File: config.mk
export PLATFORM = sky130hd
export DESIGN_NAME = spi_fifo_bridge
export DESIGN_NICKNAME = d
export VERILOG_FILES = /design/src/rtl/spi_fifo_bridge_pkg.sv /design/src/rtl/spi_sync_fifo.sv /design/src/rtl/spi_fifo_bridge.sv
export SDC_FILE = /design/constraint.sdc
export NUM_CORES = 1
export LEC_CHECK = 0
export CAP_MARGIN = 25
export CORE_ASPECT_RATIO = 0.5
export CORE_MARGIN = 3
export CORE_UTILIZATION = 63
export DETAILED_ROUTE_END_ITERATION = 16
export PLACE_DENSITY = 0.85
export SKIP_CTS_REPAIR_TIMING = 1
export SLEW_MARGIN = 25
export SYNTH_ARGS = -nofsm -noshare
export SYNTH_HDL_FRONTEND = slang
export SYNTH_HIERARCHICAL = 1
export SYNTH_SLANG_ARGS = --single-unit
File: constraint.sdc
create_clock -name clk -period 7.5 [get_ports clk]
set_input_delay 2.25 -clock clk [delete_from_list [all_inputs] [get_ports clk]]
set_output_delay 2.25 -clock clk [all_outputs]
set_load 0.05 [all_outputs]
File: src/rtl/spi_fifo_bridge_pkg.sv
// Shared SPI definitions: burst FSM encoding and word-counter constants
// used across the SPI host-side blocks.
package spi_defs;

    typedef enum logic [1:0] {
        ST_IDLE     = 2'd0,
        ST_LAUNCH   = 2'd1,
        ST_RUN      = 2'd2,
        ST_WAIT_END = 2'd3
    } burst_state_e;

    localparam int unsigned WORD_CNT_W = 16;
    localparam logic [WORD_CNT_W-1:0] WORD_CNT_MAX = '1;

    function automatic logic [WORD_CNT_W-1:0] word_cnt_inc(input logic [WORD_CNT_W-1:0] cnt);
        return (cnt == WORD_CNT_MAX) ? cnt : cnt + 1'b1;
    endfunction

endpackage

File: src/rtl/spi_sync_fifo.sv
// Single-clock show-ahead FIFO with full/empty/level; a write while full
// is refused even if a read happens in the same cycle.
module spi_sync_fifo #(
    parameter int unsigned DATA_WIDTH = 32,
    parameter int unsigned DEPTH      = 8,
    localparam int unsigned AW        = $clog2(DEPTH),
    localparam int unsigned LW        = $clog2(DEPTH) + 1
) (
    input  logic                  clk,
    input  logic                  rst_n,
    input  logic                  wr_en,
    input  logic [DATA_WIDTH-1:0] wr_data,
    input  logic                  rd_en,
    output logic [DATA_WIDTH-1:0] rd_data,
    output logic                  full,
    output logic                  empty,
    output logic [LW-1:0]         level
);

    logic [DATA_WIDTH-1:0] mem_q [DEPTH];
    logic [AW-1:0]         wr_ptr_q, wr_ptr_d;
    logic [AW-1:0]         rd_ptr_q, rd_ptr_d;
    logic [LW-1:0]         level_q, level_d;
    logic                  push, pop;

    assign full    = (level_q == LW'(DEPTH));
    assign empty   = (level_q == '0);
    assign level   = level_q;
    assign rd_data = mem_q[rd_ptr_q];
    assign push    = wr_en && !full;
    assign pop     = rd_en && !empty;

    always_comb begin
        wr_ptr_d = wr_ptr_q;
        rd_ptr_d = rd_ptr_q;
        if (push) wr_ptr_d = wr_ptr_q + 1'b1;
        if (pop)  rd_ptr_d = rd_ptr_q + 1'b1;
        level_d = level_q + LW'(push) - LW'(pop);
    end

    always_ff @(posedge clk or negedge rst_n) begin
        if (!rst_n) begin
            wr_ptr_q <= '0;
            rd_ptr_q <= '0;
            level_q  <= '0;
        end else begin
            wr_ptr_q <= wr_ptr_d;
            rd_ptr_q <= rd_ptr_d;
            level_q  <= level_d;
        end
    end

    always_ff @(posedge clk) begin
        if (push) mem_q[wr_ptr_q] <= wr_data;
    end

endmodule

File: src/rtl/spi_fifo_bridge.sv
// Host-side bridge between TX/RX FIFOs and an SPI master: launches bursts,
// chains queued words on the master's CHECK_NEXT cycle and captures replies.
module spi_fifo_bridge import spi_defs::*; #(
    parameter int unsigned DATA_WIDTH = 32,
    parameter int unsigned DEPTH      = 8,
    localparam int unsigned LW        = $clog2(DEPTH) + 1
) (
    input  logic                  clk,
    input  logic                  rst_n,
    input  logic                  tx_wr_en,
    input  logic [DATA_WIDTH-1:0] tx_wr_data,
    output logic                  tx_full,
    output logic [LW-1:0]         tx_level,
    input  logic                  rx_rd_en,
    output logic [DATA_WIDTH-1:0] rx_rd_data,
    output logic                  rx_empty,
    output logic [LW-1:0]         rx_level,
    input  logic                  go,
    input  logic                  stop,
    input  logic                  err_clr,
    output logic                  tx_ovf,
    output logic                  rx_ovf,
    output logic                  burst_busy,
    output logic                  burst_done,
    output logic [15:0]           word_cnt,
    output logic                  m_start,
    output logic                  m_txe,
    output logic [DATA_WIDTH-1:0] m_tx_data,
    input  logic                  m_done,
    input  logic [DATA_WIDTH-1:0] m_rx_data,
    input  logic                  m_busy
);

    burst_state_e          state_q, state_d;
    logic                  stop_pending_q, stop_pending_d;
    logic                  done_d_q;
    logic [WORD_CNT_W-1:0] word_cnt_q, word_cnt_d;
    logic                  tx_ovf_q, tx_ovf_d;
    logic                  rx_ovf_q, rx_ovf_d;
    logic                  tx_pop, tx_empty;
    logic                  rx_push, rx_full;

    assign m_txe      = tx_empty || stop_pending_q || (state_q != ST_RUN);
    assign burst_busy = (state_q != ST_IDLE);
    assign word_cnt   = word_cnt_q;
    assign tx_ovf     = tx_ovf_q;
    assign rx_ovf     = rx_ovf_q;

    always_comb begin
        state_d        = state_q;
        stop_pending_d = stop_pending_q;
        word_cnt_d     = word_cnt_q;
        tx_pop         = 1'b0;
        rx_push        = 1'b0;
        m_start        = 1'b0;
        burst_done     = 1'b0;
        case (state_q)
            ST_IDLE: begin
                stop_pending_d = 1'b0;
                if (go && !tx_empty) state_d = ST_LAUNCH;
            end
            ST_LAUNCH: begin
                m_start    = 1'b1;
                tx_pop     = 1'b1;
                word_cnt_d = '0;
                state_d    = ST_RUN;
                if (stop) stop_pending_d = 1'b1;
            end
            ST_RUN: begin
                if (stop) stop_pending_d = 1'b1;
                // done_d marks the master's CHECK_NEXT cycle: capture reply, feed next word
                if (done_d_q) begin
                    rx_push    = 1'b1;
                    word_cnt_d = word_cnt_inc(word_cnt_q);
                    if (!m_txe) tx_pop  = 1'b1;
                    else        state_d = ST_WAIT_END;
                end
            end
            ST_WAIT_END: begin
                if (!m_busy) begin
                    burst_done     = 1'b1;
                    stop_pending_d = 1'b0;
                    state_d        = ST_IDLE;
                end
            end
            default: state_d = ST_IDLE;
        endcase

        // A new error event in the same cycle as err_clr keeps the flag set
        tx_ovf_d = (tx_wr_en && tx_full) ? 1'b1 : (err_clr ? 1'b0 : tx_ovf_q);
        rx_ovf_d = (rx_push && rx_full)  ? 1'b1 : (err_clr ? 1'b0 : rx_ovf_q);
    end

    always_ff @(posedge clk or negedge rst_n) begin
        if (!rst_n) begin
            state_q        <= ST_IDLE;
            stop_pending_q <= 1'b0;
            done_d_q       <= 1'b0;
            word_cnt_q     <= '0;
            tx_ovf_q       <= 1'b0;
            rx_ovf_q       <= 1'b0;
        end else begin
            state_q        <= state_d;
            stop_pending_q <= stop_pending_d;
            done_d_q       <= m_done;
            word_cnt_q     <= word_cnt_d;
            tx_ovf_q       <= tx_ovf_d;
            rx_ovf_q       <= rx_ovf_d;
        end
    end

    spi_sync_fifo #(
        .DATA_WIDTH(DATA_WIDTH),
        .DEPTH     (DEPTH)
    ) u_tx_fifo (
        .clk    (clk),
        .rst_n  (rst_n),
        .wr_en  (tx_wr_en),
        .wr_data(tx_wr_data),
        .rd_en  (tx_pop),
        .rd_data(m_tx_data),
        .full   (tx_full),
        .empty  (tx_empty),
        .level  (tx_level)
    );

    spi_sync_fifo #(
        .DATA_WIDTH(DATA_WIDTH),
        .DEPTH     (DEPTH)
    ) u_rx_fifo (
        .clk    (clk),
        .rst_n  (rst_n),
        .wr_en  (rx_push),
        .wr_data(m_rx_data),
        .rd_en  (rx_rd_en),
        .rd_data(rx_rd_data),
        .full   (rx_full),
        .empty  (rx_empty),
        .level  (rx_level)
    );

endmodule

## Yosys cells after proc, flatten, opt, wreduce, memory -nomap -nowiden

Memory sizes are Yosys's and may differ from the RTL's.
Index checks and enable logic that the tools add are counted.
W data, S select, Z words.

| word-level totals | value |
|---|---|
| output and inout port bits | 96 |
| bits in writable memories | 512 |
| flip-flop bits (word level) | 42 |
| memories kept | 2 |
| word-level logic and storage cells | 86 |

| operators by class | value |
|---|---|
| mux-type cells | 26 |
| equality and inequality tests | 13 |
| reduce and logical (&&, ||, !) cells | 24 |
| add/subtract/negate cells | 9 |

Memory list:

| name | words | bits a word | read ports | clocked after memory_dff | wr ports | line | source |
|---|---|---|---|---|---|---|---|
| u_rx_fifo.mem_q | 8 | 32 | 1 | 0 | 1 | spi_sync_fifo.sv:20 | `logic [DATA_WIDTH-1:0] mem_q [DEPTH];` |
| u_tx_fifo.mem_q | 8 | 32 | 1 | 0 | 1 | spi_sync_fifo.sv:20 |  |

Operators by type and width:

| cell | count |
|---|---|
| $mux W16 | 2 |
| $pmux W16 S2 | 1 |
| $add A16 B1 Y16 const B | 1 |
| $eq A16 B16 Y1 const B | 1 |
| $mux W1 | 16 |
| $add A3 B1 Y3 const B | 4 |
| $ne A2 B2 Y1 const B | 6 |
| $add A4 B1 Y4 | 2 |
| $eq A4 B4 Y1 const B | 2 |
| $logic_not A4 Y1 | 2 |
| $mux W2 | 4 |
| $pmux W2 S4 | 1 |
| $reduce_bool A2 Y1 | 4 |
| $sub A4 B1 Y4 | 2 |
| $logic_and A1 B1 Y1 | 7 |
| $eq A2 B2 Y1 const B | 2 |
| $logic_not A1 Y1 | 4 |
| $reduce_and A4 Y1 | 1 |
| $pmux W1 S3 | 1 |
| $reduce_and A3 Y1 | 1 |
| $eq A2 B1 Y1 const B | 1 |
| $logic_not A2 Y1 | 1 |
| $logic_or A1 B1 Y1 | 2 |
| $ne A2 B1 Y1 const B | 1 |
| other kinds (3) | 3 |

## Logic depth before layout (Yosys ltp)

| depth | value |
|---|---|
| depth after elaboration | 8 |
| mapped depth | 14 |
| mapped depth without buffers | 14 |

## Hierarchy

Netlist, hierarchy kept.

Modules (own cells, without submodules):

| module | cells each | area each (um2) | times used |
|---|---|---|---|
| spi_sync_fifo | 427 | 10317.4 | 2 |
| spi_fifo_bridge | 136 | 1366.3 | 1 |

## Least setup slack after synthesis

Ideal clock, no wire load.

| timing | value |
|---|---|
| path kind | in2reg |
| start point | in tx_wr_en |
| end point | mem u_tx_fifo.mem_q[0][0], enable pin |
| data arrival time | 5477 ps |
| buffers on the path | 0 |
| required time | 6999 ps |
| stages | 2 |
| setup slack | 1522 ps |
| cell sequence | nand2_1 -> nor4_1 |

| between the ends | value |
|---|---|
| word-level cells in the longest chain between the ends | 3 |

Ends and longest elaborated chain:

| item | line | source |
|---|---|---|
| from (decl) | spi_fifo_bridge.sv:10 | `input logic tx_wr_en,` |
| $logic_and A1 B1 Y1 | spi_sync_fifo.sv:30 | `assign push = wr_en && !full;` |
| $mux W1 | spi_sync_fifo.sv:54 | `if (push) mem_q[wr_ptr_q] <= wr_data;` |
| $mux W1 (implied by the code) | spi_sync_fifo.sv:54 |  |
| to (decl) | spi_sync_fifo.sv:20 |  |

No other way between the ends.

## Worst setup path after layout

| timing | value |
|---|---|
| start point | in m_busy |
| end point | out burst_done |

| between the ends | value |
|---|---|
| word-level cells in the longest chain between the ends | 2 |

Ends and longest elaborated chain:

| item | line | source |
|---|---|---|
| from (decl) | spi_fifo_bridge.sv:31 | `input logic m_busy` |
| $mux W1 | spi_fifo_bridge.sv:80 | `if (!m_busy) begin` |
| $mux W1 | spi_fifo_bridge.sv:57 | `case (state_q)` |
| to (decl) | spi_fifo_bridge.sv:24 | `output logic burst_done,` |

No other way between the ends.

==> key figures <==
Logic synthesis
  – Sequential share of the synthesized area: 74.7%
  – Syn avg cell area: 22.2 sq um
  – Syn nets: between 1000 and 1500
  – Async SR Flop Fraction: under 10%
  – Cells after synthesis: 990
  – Synth cell types: 55
  – Synth area leader: edfxtp_1
  – Seq cells post-synth: between 500 and 600
  – Share of Yosys cell area claimed by the top area cell type: between 60% and 70%
  – Number of synthesized flops with an enable pin: 512
  – Yosys warns: 6
  – Cell Area, Synth: roughly 22000 sq um
  – Synth top area cells: edfxtp_1, mux4_2, mux4_1
  – Synth Flop Type: edfxtp_1

Critical path
  – Critical Path RT: 5250 ps
  – Worst setup SP type: primary input
  – Cell repeated most along the worst path: clkdlybuf4s50_1
  – Setup crit end kind: output port
  – Worst Setup SP: m_busy
  – Worst path max stage delay: between 800 and 900 ps
  – Critical-path cell list: clkdlybuf4s50_1 > nor2b_1 > clkdlybuf4s50_1
  – CP Max Fanout: 4
  – Reg2reg setup slack: 3870 ps
  – CP max stage cell: clkdlybuf4s50_1
  – Crit path arrival time: ~3700 ps
  – Type of the worst setup path: primary input to output port
  – Worst flop-to-flop path startpoint: state_q[0]

Outcome
  – Run status: complete, no violations

Clocking
  – H-tree depth: 2
  – Max clock buf depth: 3
  – Clock transition at the registers of the reported paths: 70 ps
  – TritonCTS buffer count: 46
  – CTS tree: done
  – Worst-skew pair later-pin latency: ~550 ps
  – Root Buffer: clkbuf_16
  – Clk sinks: roughly 550

Die
  – Row cnt: between 40 and 50
  – Initial Utilization: 65.2%
  – Die area: between 30000 and 40000 sq um
  – I/O pin count: roughly 170
  – Die Wd: about 270 microns
  – Core area: between 30000 and 40000 sq um
  – Chip height: between 100 and 150 microns

Timing
  – Period utilization: between 70% and 80%
  – Final setup margin: around 1600 ps
  – Final min period: approximately 6000 ps
  – Worst-Margin Slew: a little under 1000 ps
  – RSZ-0062 raised after global routing: no
  – Clock skew: 12.6 ps
  – Worst slew margin: 35.1%
  – Max Fclk: between 150 and 200 MHz
  – Final Setup Violations: 0
  – Count of final hold-check violations: 0
  – Max-slew violations: 0
  – TNS Setup: 0 ps

Placed design
  – Place WS: between 1500 and 2000 ps
  – Detailed Place HPWL: about 24 mm
  – Gp weighted congestion: 0.805
  – Area after DPL: about 24000 sq um
  – PortBufs: ~170

Detailed routing
  – Initial DRC Count: around 830
  – Routed WL: ~43 mm
  – Vias: around 10000
  – Via-to-Cell Ratio: ~6.2
  – Post-route DRC: 0
  – WL per Instance: approximately 25 microns
  – DRT Pass-1 Iters: 8
  – Antenna viol nets, final: 0

Global route
  – GRT Overall Usage: between 20% and 30%
  – First-pass GRT wire length: roughly 66 mm
  – Vias in the first global route: ~11000
  – Initial antenna violation count: 1
  – Largest net degree at the start of global routing: 57
  – Grt ovf: 0

Final layout
  – P&R area growth vs syn: 17.0%
  – Most frequent cells in the layout: edfxtp_1, clkdlybuf4s50_1, mux4_2, mux2_2, mux4_1
  – Layout fillers: 1824
  – Core Util, Final: 76.2%
  – Share of layout cells above drive strength 1: between 20% and 30%
  – Design area: about 26000 sq um
  – Nets: between 1000 and 1500
  – Commonest non-fill, non-tap cell in the layout: edfxtp_1

Min path
  – Worst hold-check path type: register to register
  – Hold Startpoint: tx_ovf

Pwr
  – LEAKAGE: between 8 and 9 nW
  – P per Cell Area: between 400 and 500 nW/um^2
  – Power consumption: about 10 mW
  – Worst VDD drop: around 390 uV

Run
  – Max-cap violation count: 0
final timing paths:
path                       cells after the start                endpoint
min reg2reg                                    2                  tx_ovf
max reg2reg                                    6  u_rx_fifo/mem_q[1][17]
min in group asynchronous                      1      u_tx_fifo/level[3]
max                                            3              burst_done
min                                            2                  tx_ovf
max in group asynchronous                      1   u_rx_fifo/rd_ptr_q[0]
worst max-delay path: cells and delay by family:
kind                   cells  cell delay (ps)
and+or+nand+nor            1              150
buffers and inverters      2             1290
state kept, by name, indices dropped and copies added (netlist names):
signal,flops
u_rx_fifo/rd_ptr_q,3
stop_pending_q,1
done_d_q,1
u_tx_fifo/rd_ptr_q,3
u_rx_fifo/wr_ptr_q,3
u_tx_fifo/level,4
u_tx_fifo/wr_ptr_q,3
u_rx_fifo/mem_q,256
state_q,2
rx_ovf,1
word_cnt,16
u_tx_fifo/mem_q,256
u_rx_fifo/level,4
tx_ovf,1
area by class of cell:
cell class                 instances  area [sq um]  share of cell area (%)
antenna                            1          2.50                 0.00972
clock buffer                      62          1230                    4.79
clock inverter                    22           208                   0.807
inverter                          23          86.3                   0.335
multi-input combinational        373          5270                    20.5
sequential                       554         16400                    63.9
tap                              465           582                    2.26
timing repair buffer             195          1910                    7.44
synthesized netlist by cell type (2+ instances only):
library cell / count
inv_1: 23
or3b_2: 2
nand3_1: 10
buf_12: 4
nand2b_1: 9
buf_2: 12
clkbuf_1: 14
a21oi_1: 7
fa_1: 2
ha_1: 22
o31ai_1: 2
o311a_1: 2
buf_6: 5
mux4_2: 78
nor4_1: 7
o21ai_0: 7
a211o_1: 3
mux2_2: 68
nor3_1: 8
edfxtp_1: 512
nor2_1: 10
dfrtp_1: 42
nor2b_1: 2
a21o_1: 3
nor3b_1: 3
nand4_1: 5
and3_1: 3
a31oi_1: 2
mux4_1: 50
and4_1: 5
mux2i_1: 5
buf_8: 4
o211ai_1: 2
xor2_1: 4
nand2_1: 26
xnor2_1: 8
kinds of logic after synthesis:
family          Yosys count  share of synthesized area, %
mux                     201                          17.7
flops                   554                          74.7
fa+ha+maj                24                          1.43
buf+inv                  63                          1.83
compound gates           38                          1.38
xor+xnor                 12                         0.478
simple gates             98                          2.56
through the flow:
step	std cells	hold slack, ps
after floorplan	990	494
after global placement	1608	509
after detailed placement	1608	516
after CTS	1692	529
after global routing	1695	564
final	1695	530
report_power, final:
part           internal [mW]  switching (mW)  total [mW]
logic                   1.66            2.26        3.93
clock network           1.29            1.04        2.34
registers               3.76           0.347        4.10
total                   6.71            3.66        10.4
metal layers:
layer	vias up	routed length [microns]	part of all wire [%]	track usage [%]
met5	-	0	0	0
met4	0	906	2.1	6.06
met3	72	2240	5.2	3.70
met2	334	23000	54	40.8
met1	5488	16700	39	31.2
li1	4573	-	-	-
Note: power is estimated with default switching activity, not from simulation.
